**src/rtl/fetch_unit.sv**
```systemverilog
// Instruction fetch stage: owns the PC, hides the one-cycle memory read latency and
// feeds decode through a 2-entry skid buffer. Optional FETCH_STALL_CNT_EN adds stall_count.
module fetch_unit #(
    parameter int          DATA_WIDTH = 12,
    parameter int unsigned RESET_PC   = 0
) (
    input  logic                  clk,
    input  logic                  rst,
    output logic [DATA_WIDTH-1:0] mem_addr,
    input  logic [DATA_WIDTH-1:0] mem_data,
    input  logic                  halt,
    input  logic                  redirect_valid,
    input  logic [DATA_WIDTH-1:0] redirect_pc,
    output logic                  instr_valid,
    input  logic                  instr_ready,
    output logic [DATA_WIDTH-1:0] instr,
`ifdef FETCH_STALL_CNT_EN
    output logic [DATA_WIDTH-1:0] instr_pc,
    output logic [15:0]           stall_count
`else
    output logic [DATA_WIDTH-1:0] instr_pc
`endif
);

    localparam logic [DATA_WIDTH-1:0] RESET_ADDR = DATA_WIDTH'(RESET_PC);

    logic [DATA_WIDTH-1:0] fetch_pc_reg, fetch_pc_next;
    logic [DATA_WIDTH-1:0] inflight_pc_reg, inflight_pc_next;
    logic                  inflight_reg, inflight_next;
    logic [1:0]            count_reg, count_next;
    logic [DATA_WIDTH-1:0] word_reg [2];
    logic [DATA_WIDTH-1:0] word_next [2];
    logic [DATA_WIDTH-1:0] slot_pc_reg [2];
    logic [DATA_WIDTH-1:0] slot_pc_next [2];

    logic       pop;
    logic       push;
    logic       issue;
    logic       wr_idx;
    logic [2:0] occupancy;

    assign mem_addr    = fetch_pc_reg;
    assign instr_valid = (count_reg != 2'd0);
    assign instr       = word_reg[0];
    assign instr_pc    = slot_pc_reg[0];

    // Credit check counts the word still in flight so a push always finds a free slot.
    always_comb begin
        pop       = instr_valid & instr_ready;
        push      = inflight_reg;
        occupancy = {1'b0, count_reg} + {2'b00, inflight_reg} - {2'b00, pop};
        issue     = !halt && !redirect_valid && (occupancy < 3'd2);
        wr_idx    = (count_reg == 2'd2) || ((count_reg == 2'd1) && !pop);
    end

    always_comb begin
        fetch_pc_next    = fetch_pc_reg;
        inflight_pc_next = inflight_pc_reg;
        inflight_next    = 1'b0;
        count_next       = count_reg;
        for (int i = 0; i < 2; i++) begin
            word_next[i]    = word_reg[i];
            slot_pc_next[i] = slot_pc_reg[i];
        end

        if (redirect_valid) begin
            count_next    = 2'd0;
            fetch_pc_next = redirect_pc;
        end else begin
            if (pop) begin
                word_next[0]    = word_reg[1];
                slot_pc_next[0] = slot_pc_reg[1];
            end
            if (push) begin
                word_next[wr_idx]    = mem_data;
                slot_pc_next[wr_idx] = inflight_pc_reg;
            end
            count_next    = count_reg + {1'b0, push} - {1'b0, pop};
            inflight_next = issue;
            if (issue) begin
                inflight_pc_next = fetch_pc_reg;
                fetch_pc_next    = fetch_pc_reg + DATA_WIDTH'(1);
            end
        end
    end

    always_ff @(posedge clk or posedge rst) begin
        if (rst) begin
            fetch_pc_reg    <= RESET_ADDR;
            inflight_pc_reg <= '0;
            inflight_reg    <= 1'b0;
            count_reg       <= 2'd0;
            for (int i = 0; i < 2; i++) begin
                word_reg[i]    <= '0;
                slot_pc_reg[i] <= '0;
            end
        end else begin
            fetch_pc_reg    <= fetch_pc_next;
            inflight_pc_reg <= inflight_pc_next;
            inflight_reg    <= inflight_next;
            count_reg       <= count_next;
            for (int i = 0; i < 2; i++) begin
                word_reg[i]    <= word_next[i];
                slot_pc_reg[i] <= slot_pc_next[i];
            end
        end
    end

`ifdef FETCH_STALL_CNT_EN
    logic [15:0] stall_count_reg, stall_count_next;

    assign stall_count = stall_count_reg;

    // Saturating count of cycles where decode refuses a valid word.
    always_comb begin
        stall_count_next = stall_count_reg;
        if (redirect_valid) begin
            stall_count_next = 16'd0;
        end else if (instr_valid && !instr_ready && (stall_count_reg != 16'hFFFF)) begin
            stall_count_next = stall_count_reg + 16'd1;
        end
    end

    always_ff @(posedge clk or posedge rst) begin
        if (rst) begin
            stall_count_reg <= 16'd0;
        end else begin
            stall_count_reg <= stall_count_next;
        end
    end
`endif

endmodule

```
**config.mk**
```make
export PLATFORM = sky130hd
export DESIGN_NAME = fetch_unit
export DESIGN_NICKNAME = d
export VERILOG_FILES = /design/src/rtl/fetch_unit.sv
export SDC_FILE = /design/constraint.sdc
export NUM_CORES = 1
export LEC_CHECK = 0
export ABC_AREA = 0
export CORE_ASPECT_RATIO = 0.7
export CORE_MARGIN = 10
export CORE_UTILIZATION = 40
export CTS_CLUSTER_SIZE = 14
export DETAILED_ROUTE_END_ITERATION = 16
export GPL_TIMING_DRIVEN = 0
export PLACE_DENSITY = 0.71
export SLEW_MARGIN = 25
export SYNTH_ARGS = -nofsm -noshare
export SYNTH_HDL_FRONTEND = slang
export SYNTH_SLANG_ARGS = --single-unit
```
**constraint.sdc**
```tcl
create_clock -name clk -period 7.6 [get_ports clk]
set_clock_uncertainty 0.15 [all_clocks]
set_input_delay 0.76 -clock clk [delete_from_list [all_inputs] [get_ports clk]]
set_output_delay 0.76 -clock clk [all_outputs]
set_load 0.01 [all_outputs]
```
==> results of run 1 <==
## cells in the final DEF (no fill, tap or decap), drive strengths merged, types with 2 or more instances in the layout
cell            n
nand2b          2
nand4           3
and4            2
ha              2
o311ai          6
o21ai          29
dfrtp          75
o211ai          6
clkinv          5
inv             6
mux2           25
a31o            2
nor2            2
clkdlybuf4s50  64
a32oi          25
and3            2
buf            31
nand2          74
nor2b           3
nand3           6
clkbuf         24
## power breakdown
| part | total [W] | internal, W | switching (W) | leakage (nW) |
|---|---|---|---|---|
| Clock | 0.000408 | 0.000250 | 0.000158 | 0.141 |
| Combinational | 0.000483 | 0.000297 | 0.000186 | 1.10 |
| Sequential | 0.000623 | 0.000534 | 0.0000898 | 0.970 |
## worst min-delay path: cells and delay by family, from the launching register on
kind	cells	cell delay, ns
AO/OA/AOI/OAI	1	0.06
flip-flops	1	0.34
AND/OR/NAND/NOR	1	0.06
## cells by family after synthesis
kind of cell,synth area share [%]
simple gates,12.3
flops,52.3
compound gates,14.6
buf+inv,8.86
mux,9.94
fa+ha+maj,1.26
xor+xnor,0.698
## area by class of cell
type | count | area (sq um) | area share (%)
multi-input combinational | 202 | 1390 | 29.7
tap | 120 | 150 | 3.20
clock buffer | 9 | 225 | 4.80
timing repair buffer | 65 | 668 | 14.2
sequential | 75 | 1880 | 40.0
buffer | 45 | 292 | 6.21
clock inverter | 6 | 57.6 | 1.23
inverter | 7 | 28.8 | 0.613
## how the worst max path moves through the flow
stage | startpoint | end | slack [ns] | cells past startpoint
after global placement | rst | instr[9]$_DFFE_PP0N_ | 3.58 | 2
after floorplan | rst | async pin | 4.78 | 1
after CTS | instr_ready | mem_addr[11]$_DFFE_PP0P_ | 4.40 | 10
final | instr_ready | mem_addr[11]$_DFFE_PP0P_ | 4.38 | 10
after detailed placement | instr_ready | mem_addr[11]$_DFFE_PP0P_ | 4.06 | 10
after global routing | instr_ready | mem_addr[11]$_DFFE_PP0P_ | 4.20 | 10
## per-layer routing
metal  track usage (%)  vias up
met3              6.93        9
li1                  -     1302
met5                 0        -
met4              3.75        0
met2              20.2       98
met1              18.2     1341
## metrics by stage
stage / setup slack (ns) / cell area (sq um)
after floorplan: 4.78 / 3590
after global placement: 3.58 / 4380
after detailed placement: 4.06 / 4410
after CTS: 4.40 / 4690
after global routing: 4.20 / 4690
final: 4.38 / 4690
## cell usage after synthesis, types with 2 or more instances
cell / n / area (sq um)
sky130_fd_sc_hd__a31o_2: 2 / 17.5
sky130_fd_sc_hd__and3_1: 2 / 12.5
sky130_fd_sc_hd__o21ai_0: 29 / 145
sky130_fd_sc_hd__o311ai_0: 6 / 52.6
sky130_fd_sc_hd__nor2_1: 2 / 7.51
sky130_fd_sc_hd__mux2_4: 20 / 300
sky130_fd_sc_hd__mux2_2: 5 / 56.3
sky130_fd_sc_hd__nand4_1: 3 / 18.8
sky130_fd_sc_hd__buf_6: 4 / 45.0
sky130_fd_sc_hd__nand3_1: 6 / 30.0
sky130_fd_sc_hd__a32oi_1: 25 / 219
sky130_fd_sc_hd__clkbuf_1: 15 / 56.3
sky130_fd_sc_hd__nand2_1: 73 / 274
sky130_fd_sc_hd__ha_1: 2 / 25.0
sky130_fd_sc_hd__and4_1: 2 / 17.5
sky130_fd_sc_hd__inv_1: 6 / 22.5
sky130_fd_sc_hd__nor2b_1: 3 / 18.8
sky130_fd_sc_hd__o211ai_1: 6 / 45.0
sky130_fd_sc_hd__buf_4: 24 / 180
sky130_fd_sc_hd__dfrtp_1: 75 / 1880
sky130_fd_sc_hd__buf_2: 2 / 10.0
==> impl.org, run 1 <==
** Power
- Total power consumption of the routed design :: 0.00151 W
- For this design the ratio of total power to cell area is 323 mW/mm^2.
- In this run the static leakage power is 2.21 nW.
- Across the VDD grid, the largest voltage drop is 133 uV.

** Hold path
- In this run the worst hold path is classified as flop to flop.
- Counting instances, the worst hold path has a depth of 2.
- Capture endpoint of the worst hold path :: instr[5]$_DFFE_PP0N_

** Worst setup path
- Crit-path leading delay family :: simple AND/OR/NAND/NOR gates
- In this run the critical register-to-register path is launched from count_reg[1]$_DFF_PP0_.
- In this run the worst path has a maximum fanout of 10.
- The number of cells on the worst reg-to-reg path is 9.
- Endpoint of the lowest-slack register-to-register path :: mem_addr[11]$_DFFE_PP0P_
- Slowest CP cell :: sky130_fd_sc_hd__clkdlybuf4s50_1
- Required time reported for the critical path endpoint :: 7.71 ns
- The critical path contains buffers and inverters numbering 2 combined.
- Data arrival time at the worst-slack endpoint :: 3.33 ns
- Most repeated library cell on the critical path :: sky130_fd_sc_hd__nand3_1
- Type of destination of the critical path :: flop
- Critical path type :: input port to flop
- Worst reg2reg setup slack :: 4.90 ns
- On the worst path, the slowest cell contributes a delay of 0.57 ns.
- Traced cell by cell, the critical path runs through clkdlybuf4s50_1, nand3_1, o21ai_0, ha_1, fa_1, nor3_2, nand2_2, buf_6, or4_1, nand3_1.
- STA classifies the critical path startpoint as an input port.

** Timing
- Worst-Margin Slew :: 0.577 ns
- Setup repair after global routing left no endpoint under its margin.
- Total setup violations reported at the end of the flow :: 0
- The count of final hold-check violations came to 0.
- Setup_tns :: 0 ns
- Relative slew slack :: 61.5%
- In the finished design, the share of the clock period the worst path needs comes to 42.3%.
- Hold is met by 0.333 ns.
- Achievable frequency :: 311 MHz
- Minimum clock period after layout :: 3.22 ns
- The number of slew-limit violations in the final report was 0.

** Global route
- Maximum number of pins on one net before global-route repair :: 45
- Wire length of the first global-routing pass :: 15000 um
- Across every metal layer, demand over resource in global routing totals 14.0%.
- The via count of the first global-routing pass came to 2831.
- Summed over all layers, the global routing overflow is 0.
- The initial antenna violation count was 0.

** Drt
- Number of antenna-violating nets in the routed design :: 0
- After detailed routing, the wire length on met1 is 4270 um.
- Wire segments on met3 add up to 847 um in the final route.
- DRC violation total after the first TritonRoute iteration :: 148
- In the detailed route, the total length drawn on met2 is 3780 um.
- After detailed routing, no signal wire sits above met4.
- Before antenna repair, the detailed router went through 4 iterations.
- For this block, the routed nets add up to 8980 um of wire.
- Using the TritonRoute via totals, the vias-per-cell ratio works out to 5.20.
- In the final routed layout, each cell accounts on average for 17.0 um.
- Total number of vias :: 2750
- DRC viols :: 0

** Layout
- From synthesis to final layout, the design area changed by 30.8%.
- Proportion of layout cells with a drive suffix above 1 :: 19.6%
- Final core area utilization :: 54.7%
- Number of diodes :: 0
- After filler insertion, the fill cell instance count of the layout stands at 756.
- After the last flow step, the layout net total stands at 437.
- Final Non-Filler Cells :: 529

** Floorplanning
- The floorplan has 28 rows.
- The region available for standard cell placement spans 0.00858 sq mm.
- 66 I/O pins were placed.
- Area enclosed by the die boundary :: 0.0132 sq mm
- The die is 99.2 um tall.
- For this configuration, the core starts out at a cell density of 41.8%.
- Die X :: 133 um

** Place
- Once placement completed, the tool counted placed cells totaling 514.
- Summed over all nets, the half-perimeter wirelength after detailed placement is 6330 um.
- Final Wtd Congestion :: 0.804
- During placement, the flow inserted port buffers numbering 64.

** Synthesis
- Proportion of synthesized flip-flops having asynchronous set or reset :: 100%
- In the synthesized netlist the dominant register cell turns out to be sky130_fd_sc_hd__dfrtp_1.
- In this run the cell area of the synthesized design comes to 0.00359 sq mm.
- Synthesized area per cell :: 10.9 sq um
- Yosys warning count :: 0
- Number of distinct standard cells referenced by the synthesized netlist :: 38
- Counting every net in the synthesized netlist gives 361.
- Sequential element share of the synthesized area :: 52.3%
- The synthesized design contains 75 register bits.
- EDFF count, synth :: 0
- After technology mapping, the gate count stands at 329.

** Clock tree
- Gates resized, CTS repair :: 0
- Clock-pin slew was measured on the worst setup and hold paths at 0.06 ns.
- The tree built by TritonCTS fans out to 75 sinks.
- Number of buffers between clock root and the deepest sink :: 2
- Total of hold buffers inserted after clock tree synthesis :: 0
- In this run, CTS created clock tree buffers numbering 9.
- The tree is rooted in a sky130_fd_sc_hd__clkbuf_16.
- CTS tree :: done
- Buffers inserted during post-CTS setup optimization :: 0
- The H-tree generated during clock tree synthesis spans 3 levels.
- The later pin in the worst-skew pair is clocked with a latency of 0.33 ns.

** Status
- The flow ran to the end, and the final reports show no timing, DRC or antenna violations.

** Flow run
- Across the run, the number of max-cap violations was 0.
(Power assumes the default switching activity.)
==> run 2, diff against run 1 <==
--- a/config.mk
+++ b/config.mk
@@ -12,7 +12,7 @@
 export CTS_CLUSTER_SIZE = 14
 export DETAILED_ROUTE_END_ITERATION = 16
 export GPL_TIMING_DRIVEN = 0
-export PLACE_DENSITY = 0.71
+export PLACE_DENSITY = 0.73
 export SLEW_MARGIN = 25
 export SYNTH_ARGS = -nofsm -noshare
 export SYNTH_HDL_FRONTEND = slang
==> constraint.sdc (replaced) <==
create_clock -name clk -period 2.9 [get_ports clk]
set_clock_uncertainty 0.15 [all_clocks]
set_input_delay 0.29 -clock clk [delete_from_list [all_inputs] [get_ports clk]]
set_output_delay 0.29 -clock clk [all_outputs]
set_load 0.01 [all_outputs]
==> run 2 against run 1 <==
- register-to-register slack worse by 4.7 ns
- worst setup slack got worse by 4.2 ns
- count of clock-buffer cells in the layout did not move
- non-clock buffer count stayed put
- flip-flop and latch count unchanged
- total power increased to 2.8 times the previous value
- critical path type unchanged
- routed wire length increased by 2.0%
- global-route usage is essentially flat
==> impl.org, run 2 (synthesis results as in run 1) <==
** Status
- Result of the run: finished clean (unchanged).

** Drt
- The sum of routed wire length over all layers came to 9160 um (was 8980 um).
- The via count is 2773 (was 2750).
- The number of design rule violations left after detail routing is 0 (unchanged).
- Vias per Instance :: 5.23 (was 5.20)
- The number of DRC violations after detailed-routing iteration 0 was 196 (was 148).
- Number of antenna-violating nets in the routed design :: 0 (unchanged)
- First-pass detailed-route iteration total :: 5 (was 4)
- Drt wl/cell :: 17.3 um (was 17.0 um)

** Global route
- GRT Residual Overflow :: 0 (unchanged)
- Vias in the first global route :: 2899 (was 2831)
- The first-pass GRT wire length came to 15200 um (was 15000 um).
- Maximum number of pins on one net before global-route repair :: 55 (was 45)
- The combined global-route utilization of all metal layers is 14.0% (about the same).
- The initial antenna violation count was 0 (unchanged).

** Worst setup path
- Type of destination of the critical path :: flop (unchanged)
- Number of cell instances on the worst register-to-register path :: 9 (unchanged)
- The largest fanout of any net on the critical path was 10 (unchanged).
- The data required time at the worst endpoint came to 3.02 ns (was 7.71 ns).
- Launching point of the worst reg2reg path :: count_reg[1]$_DFF_PP0_ (unchanged)
- Worst reg2reg setup slack :: 0.21 ns (was 4.90 ns)
- The critical path start-end classification is input port to flop (unchanged).
- Endpoint of the lowest-slack register-to-register path :: mem_addr[11]$_DFFE_PP0P_ (unchanged)
- Sort of element at the start of the critical path :: input port (unchanged)
- Data arrival time at the worst-slack endpoint :: 2.85 ns (was 3.33 ns)

** Timing
- Minimum clock period after layout :: 2.74 ns
- Worst-Margin Slew :: 0.603 ns (was 0.577 ns)
- The setup-violating endpoint count in the final report was 0 (unchanged).
- Relative slew slack :: 59.8% (was 61.5%)
- Final worst hold slack :: 0.132 ns (was 0.333 ns)
- Final number of max-transition violations :: 0 (unchanged)
- Achievable frequency :: 365 MHz
- Setup repair after global routing missed its margin :: no (unchanged)
- Tcrit/Tclk final :: 94.4%
- Hold Vio Cnt, Final :: 0 (unchanged)

** Place
- HPWL after detailed placement :: 6460 um (was 6330 um)
- Final Wtd Congestion :: 0.776 (was 0.804)
- The count of buffers inserted at the top-level ports is 64 (unchanged).
- Placed instance area :: 0.00441 sq mm (unchanged)

** Layout
- Final Instance Area :: 0.00476 sq mm (was 0.00469 sq mm)
- Leading cell types in the layout, fill and taps excluded: sky130_fd_sc_hd__dfrtp_1 (75), sky130_fd_sc_hd__nand2_1 (73), sky130_fd_sc_hd__clkdlybuf4s50_1 (64), sky130_fd_sc_hd__o21ai_0 (29), sky130_fd_sc_hd__a32oi_1 (25) (unchanged).
- Filler cells :: 740 (was 756)
- Number of diodes :: 0 (unchanged)
- Reg area :: 0.00188 sq mm (unchanged)
- The most frequent standard cell in the layout excluding fill and tap cells is sky130_fd_sc_hd__dfrtp_1 (unchanged).
- The area occupied by multi-input gates was 0.00140 sq mm (was 0.00139 sq mm).
- Area growth from synthesis to layout :: 32.8% (was 30.8%)
- Final Net Count :: 437 (unchanged)
- The fraction of layout instances using a drive strength above 1 is 19.8% (was 19.6%).

** Clock tree
- Number of H-tree branching levels :: 3 (unchanged)
- Total CTS buffers :: 9 (unchanged)
- The source-to-sink clock delay at the later pin of the worst-skew pair was 0.33 ns (about the same).
- The post-cts gate resize count was 0 (unchanged).
- The count of buffers added by post-CTS timing repair for setup came to 0 (unchanged).
- Total of hold buffers inserted after clock tree synthesis :: 0 (unchanged)
- The clock tree root buffer cell is sky130_fd_sc_hd__clkbuf_16 (unchanged).
- The number of clock sinks is 75 (unchanged).
- The TritonCTS clock tree is done (unchanged).
- The maximum clock insertion buffer count is 2 (unchanged).
- Clock-pin slew of the registers on the worst-case setup and hold paths :: 0.06 ns (about the same)

** Floorplanning
- Floorplan core area :: 0.00858 sq mm (unchanged)
- Effective utilization at floorplan :: 41.8% (unchanged)
- Chip Height :: 99.2 um (unchanged)
- The die outline area was 0.0132 sq mm (unchanged).
- Num ports :: 66 (unchanged)
- The x dimension of the die is 133 um (unchanged).
- Std-Cell Rows :: 28 (unchanged)

** Hold path
- Path category of the worst min-delay check :: input port to async pin (was flop to flop)

** Power
- Peak supply drop :: 310 uV (was 133 uV)
- The power density over the cells is 883 mW/mm^2 (was 323 mW/mm^2).
- The reported leakage power is 2.24 nW (was 2.21 nW).

** Flow run
- Max-Cap Viols :: 0 (unchanged)
[run 2: cell types whose count changed in the layout (fill, tap and decap cells not counted), sizes merged]
cell and delta:
bufinv +2, clkinv -2, inv +1
[run 2: layout make-up]
| class | instances | area share (%) |
|---|---|---|
| clock inverters | 7 | 2.60 |
| repair buffers | 65 | 14.0 |
| inverters | 7 | 0.604 |
| flip-flops and latches | 75 | 39.4 |
| clock buffers | 9 | 4.73 |
| well taps | 120 | 3.15 |
| plain buffers | 45 | 6.12 |
| multi-input cells | 202 | 29.4 |
[run 2: report_power, final]
part / internal (W) / total (W) / switching [W] / leakage, nW
Clock: 0.000846 / 0.00128 / 0.000434 / 0.166
Sequential: 0.00140 / 0.00164 / 0.000247 / 0.970
Combinational: 0.000779 / 0.00128 / 0.000502 / 1.10
[run 2: worst max-delay path by stage]
stage          slack [ns]                        to              startpoint  cells past startpoint
2_1_floorplan        0.42  mem_addr[11]$_DFFE_PP0P_  count_reg[1]$_DFF_PP0_                      9
3_3_place_gp        -0.63    count_reg[0]$_DFF_PP0_                     rst                      2
3_5_place_dp        -0.20  mem_addr[11]$_DFFE_PP0P_             instr_ready                     10
4_1_cts              0.13  mem_addr[11]$_DFFE_PP0P_             instr_ready                     10
5_1_grt              0.01  mem_addr[11]$_DFFE_PP0P_             instr_ready                     10
6_report             0.16  mem_addr[11]$_DFFE_PP0P_             instr_ready                     10
[run 2: through the flow]
step / setup WS (ns) / utilization [%] / std cells / total power, W / setup TNS [ns]
global placement: -0.631 / 51.0 / 513 / 0.00287 / -47.16
detailed placement: -0.199 / 51.4 / 514 / 0.00294 / -1.11
finish: 0.163 / 55.5 / 530 / 0.00421 / 0
CTS: 0.129 / 55.4 / 530 / 0.00424 / 0
floorplan: 0.419 / - / 329 / 0.00235 / 0
global route: 0.0140 / 55.5 / 530 / 0.00444 / 0
[run 2: metal layers]
layer	share of wire, %	up-vias	global-route usage [%]	wire length [um]
met3	7.2	6	4.82	656
met1	48	1373	18.6	4390
li1	-	1307	-	-
met2	44	87	21.2	4080
met5	0	-	0	0
met4	0.45	0	4.17	41
[run 2: critical path, stage by stage]
cell and delay [ns]:
sky130_fd_sc_hd__clkdlybuf4s50_1 0.57, sky130_fd_sc_hd__nand3_1 0.16, sky130_fd_sc_hd__o21ai_0 0.12, sky130_fd_sc_hd__ha_1 0.21, sky130_fd_sc_hd__fa_1 0.49, sky130_fd_sc_hd__nor3_4 0.20, sky130_fd_sc_hd__nand2_2 0.09, sky130_fd_sc_hd__buf_6 0.15
sky130_fd_sc_hd__or4_1 0.50, sky130_fd_sc_hd__nand3_1 0.08
